===== config.mk =====
export PLATFORM = sky130hd
export DESIGN_NAME = row_mask_propagate
export DESIGN_NICKNAME = d
export VERILOG_FILES = /design/src/rtl/row_mask_propagate.sv
export SDC_FILE = /design/constraint.sdc
export NUM_CORES = 2
export LEC_CHECK = 0
export ABC_AREA = 1
export CAP_MARGIN = 10
export CELL_PAD_IN_SITES_DETAIL_PLACEMENT = 0
export CELL_PAD_IN_SITES_GLOBAL_PLACEMENT = 1
export CORE_MARGIN = 2
export CORE_UTILIZATION = 30
export CTS_CLUSTER_SIZE = 16
export DETAILED_ROUTE_END_ITERATION = 16
export PLACE_DENSITY_LB_ADDON = 0.12
export SETUP_SLACK_MARGIN = 0.5
export SLEW_MARGIN = 20
export SYNTH_ARGS = -nofsm -noshare
export SYNTH_HDL_FRONTEND = slang
export SYNTH_SLANG_ARGS = --single-unit
export TNS_END_PERCENT = 100

===== constraint.sdc =====
create_clock -name i_clk -period 4.4 [get_ports i_clk]
set_clock_uncertainty 0.15 [all_clocks]
set_input_delay 0.44 -clock i_clk [delete_from_list [all_inputs] [get_ports i_clk]]
set_output_delay 0.44 -clock i_clk [all_outputs]
set_load 0.05 [all_outputs]

===== src/rtl/row_mask_propagate.sv =====
`timescale 1ns/1ps
// -----------------------------------------------------------------------------
// row_mask_propagate
//
// Purpose
//   Grows a 512-column start-row mask away from the start row, one row at a
//   time. Each following row is read from BRAM (16 x 32b words), ANDed with
//   the neighbourhood of the previous row's mask, and written back in place.
//   The walk stops on an all-zero result row, at the image edge (row 511 when
//   walking down, row 0 when walking up), or after P_MAX_ROWS rows.
//
// Parameters
//   P_MAX_ROWS  rows processed after the start row before stopping (1..511)
//   P_DILATE    1: neighbour mask = m | m<<1 | m>>1 (8-connectivity)
//               0: neighbour mask = m
//
// Ports
//   i_clk, i_rstn            clock, asynchronous active-low reset
//   i_trig / o_done          run request (level, held until o_done) / run
//                            complete (gated by i_trig)
//   i_start_row_num          row already filtered by the start-line stage
//   i_512b_mask              start-row mask, bit 511 = column 0
//   i_dir                    0: rows increase, 1: rows decrease
//   o_rd_from_bram_*         read request bus  {row[8:0], word[3:0]}
//   i_rd_from_bram_*         read data / acknowledge
//   o_wr_to_bram_*           write request bus {row[8:0], word[3:0]}, data
//   i_wr_to_bram_done        write acknowledge
//   o_rows_done              rows written by the last run (incl. empty row)
//   o_stop_cause             0 none, 1 empty row, 2 image edge, 3 row limit
// -----------------------------------------------------------------------------
module row_mask_propagate #(
    parameter int P_MAX_ROWS = 511,
    parameter int P_DILATE   = 1
) (
    input  logic         i_clk,
    input  logic         i_rstn,
    input  logic         i_trig,
    output logic         o_done,
    input  logic [8:0]   i_start_row_num,
    input  logic [511:0] i_512b_mask,
    input  logic         i_dir,
    output logic [12:0]  o_rd_from_bram_addr,
    input  logic [31:0]  i_rd_from_bram_data,
    output logic         o_rd_from_bram_trig,
    input  logic         i_rd_from_bram_done,
    output logic [12:0]  o_wr_to_bram_addr,
    output logic [31:0]  o_wr_to_bram_data,
    output logic         o_wr_to_bram_trig,
    input  logic         i_wr_to_bram_done,
    output logic [8:0]   o_rows_done,
    output logic [1:0]   o_stop_cause
);

    localparam logic [8:0] MAX_ROWS_9 = 9'(P_MAX_ROWS);
    localparam logic [8:0] LAST_ROW   = 9'd511;
    localparam logic [3:0] LAST_WORD  = 4'd15;

    localparam logic [1:0] CAUSE_NONE  = 2'd0;
    localparam logic [1:0] CAUSE_EMPTY = 2'd1;
    localparam logic [1:0] CAUSE_EDGE  = 2'd2;
    localparam logic [1:0] CAUSE_LIMIT = 2'd3;

    typedef enum logic [2:0] {
        S_IDLE,
        S_RD_REQ,
        S_RD_WAIT_LOW,
        S_CALC,
        S_WR_REQ,
        S_WR_WAIT_LOW,
        S_NEXT_ROW,
        S_DONE
    } state_t;

    state_t       state_q, state_d;
    logic [8:0]   row_q, row_d;
    logic [3:0]   word_q, word_d;
    logic         dir_q, dir_d;
    logic [511:0] prev_q, prev_d;
    logic [511:0] rowbuf_q, rowbuf_d;
    logic [511:0] new_q, new_d;
    logic [8:0]   rows_done_q, rows_done_d;
    logic [1:0]   cause_q, cause_d;

    logic [8:0]   word_lsb;
    logic         start_at_edge;
    logic         row_at_edge;
    logic [8:0]   row_step;
    logic         done_pre;

    // Neighbourhood of the previous row. Plain shifts zero-fill, so the
    // outermost columns never pick up a neighbour from the other side.
    function automatic logic [511:0] nbr(input logic [511:0] m);
        if (P_DILATE != 0) begin
            return m | (m << 1) | (m >> 1);
        end else begin
            return m;
        end
    endfunction

    // Word 0 is the most significant 32 bits, so word w starts at 32*(15-w).
    assign word_lsb = {~word_q, 5'd0};

    assign start_at_edge = i_dir ? (i_start_row_num == 9'd0)
                                 : (i_start_row_num == LAST_ROW);
    assign row_at_edge   = dir_q ? (row_q == 9'd0) : (row_q == LAST_ROW);
    assign row_step      = dir_q ? (row_q - 9'd1) : (row_q + 9'd1);

    always_ff @(posedge i_clk or negedge i_rstn) begin
        if (!i_rstn) begin
            state_q     <= S_IDLE;
            row_q       <= '0;
            word_q      <= '0;
            dir_q       <= 1'b0;
            prev_q      <= '0;
            rowbuf_q    <= '0;
            new_q       <= '0;
            rows_done_q <= '0;
            cause_q     <= CAUSE_NONE;
        end else begin
            state_q     <= state_d;
            row_q       <= row_d;
            word_q      <= word_d;
            dir_q       <= dir_d;
            prev_q      <= prev_d;
            rowbuf_q    <= rowbuf_d;
            new_q       <= new_d;
            rows_done_q <= rows_done_d;
            cause_q     <= cause_d;
        end
    end

    always_comb begin
        state_d     = state_q;
        row_d       = row_q;
        word_d      = word_q;
        dir_d       = dir_q;
        prev_d      = prev_q;
        rowbuf_d    = rowbuf_q;
        new_d       = new_q;
        rows_done_d = rows_done_q;
        cause_d     = cause_q;

        case (state_q)
            S_IDLE: begin
                if (i_trig) begin
                    dir_d       = i_dir;
                    prev_d      = i_512b_mask;
                    rows_done_d = '0;
                    cause_d     = CAUSE_NONE;
                    word_d      = '0;
                    if (start_at_edge) begin
                        // Nothing beyond the start row: finish without BRAM traffic.
                        cause_d = CAUSE_EDGE;
                        state_d = S_DONE;
                    end else begin
                        row_d   = i_dir ? (i_start_row_num - 9'd1)
                                        : (i_start_row_num + 9'd1);
                        state_d = S_RD_REQ;
                    end
                end
            end

            S_RD_REQ: begin
                if (i_rd_from_bram_done) begin
                    rowbuf_d[word_lsb +: 32] = i_rd_from_bram_data;
                    state_d                  = S_RD_WAIT_LOW;
                end
            end

            // Ack must be seen low before the next request goes out.
            S_RD_WAIT_LOW: begin
                if (!i_rd_from_bram_done) begin
                    if (word_q == LAST_WORD) begin
                        word_d  = '0;
                        state_d = S_CALC;
                    end else begin
                        word_d  = word_q + 4'd1;
                        state_d = S_RD_REQ;
                    end
                end
            end

            S_CALC: begin
                new_d   = rowbuf_q & nbr(prev_q);
                state_d = S_WR_REQ;
            end

            S_WR_REQ: begin
                if (i_wr_to_bram_done) begin
                    if (word_q == LAST_WORD) begin
                        rows_done_d = rows_done_q + 9'd1;
                    end
                    state_d = S_WR_WAIT_LOW;
                end
            end

            S_WR_WAIT_LOW: begin
                if (!i_wr_to_bram_done) begin
                    if (word_q == LAST_WORD) begin
                        word_d  = '0;
                        state_d = S_NEXT_ROW;
                    end else begin
                        word_d  = word_q + 4'd1;
                        state_d = S_WR_REQ;
                    end
                end
            end

            // Stop checks in priority order: empty row, image edge, row limit.
            S_NEXT_ROW: begin
                if (new_q == '0) begin
                    cause_d = CAUSE_EMPTY;
                    state_d = S_DONE;
                end else if (row_at_edge) begin
                    cause_d = CAUSE_EDGE;
                    state_d = S_DONE;
                end else if (rows_done_q == MAX_ROWS_9) begin
                    cause_d = CAUSE_LIMIT;
                    state_d = S_DONE;
                end else begin
                    prev_d  = new_q;
                    row_d   = row_step;
                    state_d = S_RD_REQ;
                end
            end

            S_DONE: begin
                if (!i_trig) begin
                    state_d = S_IDLE;
                end
            end

            default: begin
                state_d = S_IDLE;
            end
        endcase
    end

    // Bus drivers are decoded from the state register so a reset removes
    // both requests in the same cycle. Address/data read as zero when idle.
    assign o_rd_from_bram_trig = (state_q == S_RD_REQ);
    assign o_rd_from_bram_addr = o_rd_from_bram_trig ? {row_q, word_q} : 13'd0;

    assign o_wr_to_bram_trig   = (state_q == S_WR_REQ);
    assign o_wr_to_bram_addr   = o_wr_to_bram_trig ? {row_q, word_q} : 13'd0;
    assign o_wr_to_bram_data   = o_wr_to_bram_trig ? new_q[word_lsb +: 32] : 32'd0;

    // done_pre is held in DONE; the requester only sees it while still asking.
    assign done_pre     = (state_q == S_DONE);
    assign o_done       = done_pre & i_trig;

    assign o_rows_done  = rows_done_q;
    assign o_stop_cause = cause_q;

endmodule


==> impl_metrics.json <==
{
  "outcome": "finished, final reports clean",
  "arrival_ns": 3.41,
  "track_usage_pct": 30.78,
  "mappedNetlistNets": 9811,
  "finalCriticalPeriod_ns": 3.997,
  "syn_to_final_growth_pct": 24.30,
  "core_area_sq_um": 248900,
  "stdcell_count": 13220,
  "fmax_mhz": 250.2,
  "grt_setup_unrepaired": "yes",
  "hpwl_um": 300200,
  "setup_viol": 0,
  "cp-end-kind": "output port",
  "yosysTopAreaCellShare_pct": 52.04,
  "ys_seq_elements": 1564,
  "dieArea_sq_um": 254700,
  "crit_type": "register to output port",
  "drc": 0,
  "worstMarginPinSlew_ns": 1.326,
  "insertion_delay_ns": 0.87,
  "post-synth-top-count-cell": "nand2_1",
  "antenna_found_initial": 48,
  "vias": 73440,
  "detail-route-antenna-nets": 0,
  "fin_tns_setup_ns": 0,
  "drt-initial-drc-count": 9011,
  "p_leak_nw": 41.98,
  "synthArstFlopShare_pct": 100.0,
  "dr.pass1.iters": 6,
  "crit_slowest_cell": "dfrtp_4",
  "clk_pin_slew_ns": 0.06,
  "portBuffers": 630,
  "cts_root_buffer": "clkbuf_16",
  "numClockSinks": 1564,
  "routed_via_density": 5.556,
  "syn_inst": 9230,
  "finalHoldViolations": 0,
  "path_buf_inv": 4,
  "clock_path_buffers": 3,
  "yosysSeqAreaShare_pct": 52.04,
  "yosysWarnings": 0,
  "die_w_um": 504.7,
  "die_y_um": 504.7,
  "grt_pass1_vias": 70220,
  "grt_max_degree": 176,
  "grt-ovfl-total": 0,
  "synth_top_area_cell": "dfrtp_1",
  "vdd_drop_max_v": 0.0004799,
  "tritoncts": "built",
  "synthTopCellsByArea": "dfrtp_1 (52%), nand2_1 (12%), o21ai_0 (11%), o311ai_0 (5.9%), nand3_1 (5.6%)",
  "synth_ff_type": "dfrtp_1",
  "cp_top_family": "buffers and inverters",
  "syn_area_sq_um": 75210,
  "gp_congestion": 1.010,
  "htree_num_levels": 4,
  "ys_top_cells_by_count": "nand2_1 (2,346), o21ai_0 (1,580), dfrtp_1 (1,564)",
  "start_kind": "register",
  "cp.required_ns": 3.81,
  "wirelength_um": 402300,
  "cp_max_fo": 42,
  "grt_pass1_wl_um": 559700,
  "ioPinCount": 631,
  "dp.cells": 12840,
  "power_density_nw_per_um2": 599.1,
  "rows": 183,
  "slowest_delay_ns": 0.57,
  "holdCritPathClass": "input port to register",
  "slew_violations": 0,
  "drv_cap": 0,
  "final.period_utilization_pct": 90.83,
  "start_util_pct": 30.22,
  "synth_cell_type_count": 43,
  "path_cells": "inv_12 > buf_4 > a21oi_1 > o21ai_0 > nand3_1 > nand3_1 > a21oi_1 > buf_4 > buf_12",
  "drive_above_1_share_pct": 7.618,
  "synth_area_per_cell_sq_um": 8.148,
  "post_drt_wl_per_cell_um": 30.44,
  "nets": 10280,
  "relSlewSlack_pct": 10.68,
  "synth_edf_count": 0,
  "cts-buffers-inserted": 186
}
sequential cells by signal, summed over array words and instances (netlist names):
signal        count
prev_q          512
dir_q             1
new_q           512
o_rows_done       9
row_q             9
rowbuf_q        512
state_q           3
word_q            4
o_stop_cause      2
where the power goes:
part / internal, mW / leakage, nW / switching (mW)
registers: 17.1 / 21.1 / 3.33
logic: 5.14 / 17.8 / 13.9
clock network: 9.74 / 3.16 / 6.79
cell usage in the layout, fill, tap and decap left out, types with 4 or more instances in the layout:
| master | n |
|---|---|
| nand2_1 | 2338 |
| dfrtp_1 | 1561 |
| o21ai_0 | 1529 |
| nand3_1 | 826 |
| inv_1 | 680 |
| clkdlybuf4s50_1 | 597 |
| o311ai_0 | 508 |
| nor2_1 | 340 |
| a21oi_1 | 275 |
| buf_4 | 237 |
| clkbuf_16 | 190 |
| o31ai_1 | 137 |
| o21ai_1 | 110 |
| buf_12 | 85 |
| nor3_1 | 74 |
| clkbuf_1 | 46 |
| clkbuf_8 | 40 |
| diode_2 | 31 |
| clkinv_2 | 28 |
| a21oi_2 | 25 |
| nand4_1 | 23 |
| ha_1 | 20 |
| bufinv_16 | 19 |
| nand3_2 | 15 |
| o21ai_2 | 14 |
| clkinv_1 | 14 |
| inv_2 | 12 |
| a21oi_4 | 12 |
| nor2_2 | 8 |
| nand2_2 | 8 |
| xor2_1 | 8 |
| buf_6 | 8 |
| clkinvlp_4 | 7 |
| clkinv_8 | 5 |
| buf_8 | 4 |
logic make-up after synthesis:
group / Yosys count / synth area share, %
xor+xnor: 10 / 0.1165
flops: 1564 / 52.04
fa+ha+maj: 22 / 0.3860
simple gates: 3652 / 19.95
compound gates: 2620 / 20.47
mux: 1 / 0.01331
buf+inv: 1361 / 7.024
layer usage:
layer	vias up	part of all wire (%)	global-route usage, %
met3	527	8.5	6.574
met1	36980	43	42.81
met5	-	0.019	0
li1	32580	-	-
met4	10	5.6	15.15
met2	3350	43	45.11
final cells by class:
class / count / area (sq um)
multi-input cells: 6305 / 31220
repair buffers: 936 / 9732
fillers: 25910 / 155400
flip-flops and latches: 1564 / 39150
clock inverters: 67 / 969.7
inverters: 710 / 2691
well taps: 3330 / 4167
clock buffers: 276 / 5478
diodes: 31 / 77.57
stage by stage:
stage          utilization, %  cell area (sq um)  worst slack [ns]  hold slack, ns  power [mW]
2_1_floorplan               -              75210             1.197       -0.005591       29.08
3_3_place_gp            34.72              86410            0.4102          0.2142       38.84
3_5_place_dp            34.72              86410            0.3993          0.2058       38.98
4_1_cts                 37.46              93240            0.3902         0.02287       55.79
5_1_grt                 37.54              93420            0.4547         0.06303       58.36
6_report                37.56              93480            0.4033         0.06744       56.00
path summary, 6_finish.rpt:
kind	start	to	slack [ns]	cells past startpoint
setup / recovery	word_q[0]	o_wr_to_bram_data[5]	0.40	9
max in group asynchronous	i_rstn	prev_q[46]	2.68	4
hold / removal	i_rd_from_bram_data[25]	rowbuf_q[281]	0.07	3
setup reg to reg	new_q[485]	prev_q[167]	0.66	15
hold reg to reg	prev_q[0]	prev_q[0]	0.31	2
min in group asynchronous	i_rstn	prev_q[263]	0.24	3
worst reg2reg max path: cells and delay by family (launching register included):
kind            cells  cell delay (ns)
simple gates       12             2.20
buf+inv             2             0.57
flops               1             0.49
compound gates      1             0.27
what timing repair did:
item | CTS | global route
endpoints found under the setup margin | 147 | 384
pin swaps | 1 | 0
setup buffers | 2 | 1
hold endpoints to repair | 920 | 0
resized for setup | 108 | 43
hold buffers | 2 | 0
gates cloned | 1 | 0
Note: power is estimated with default switching activity, not from simulation.
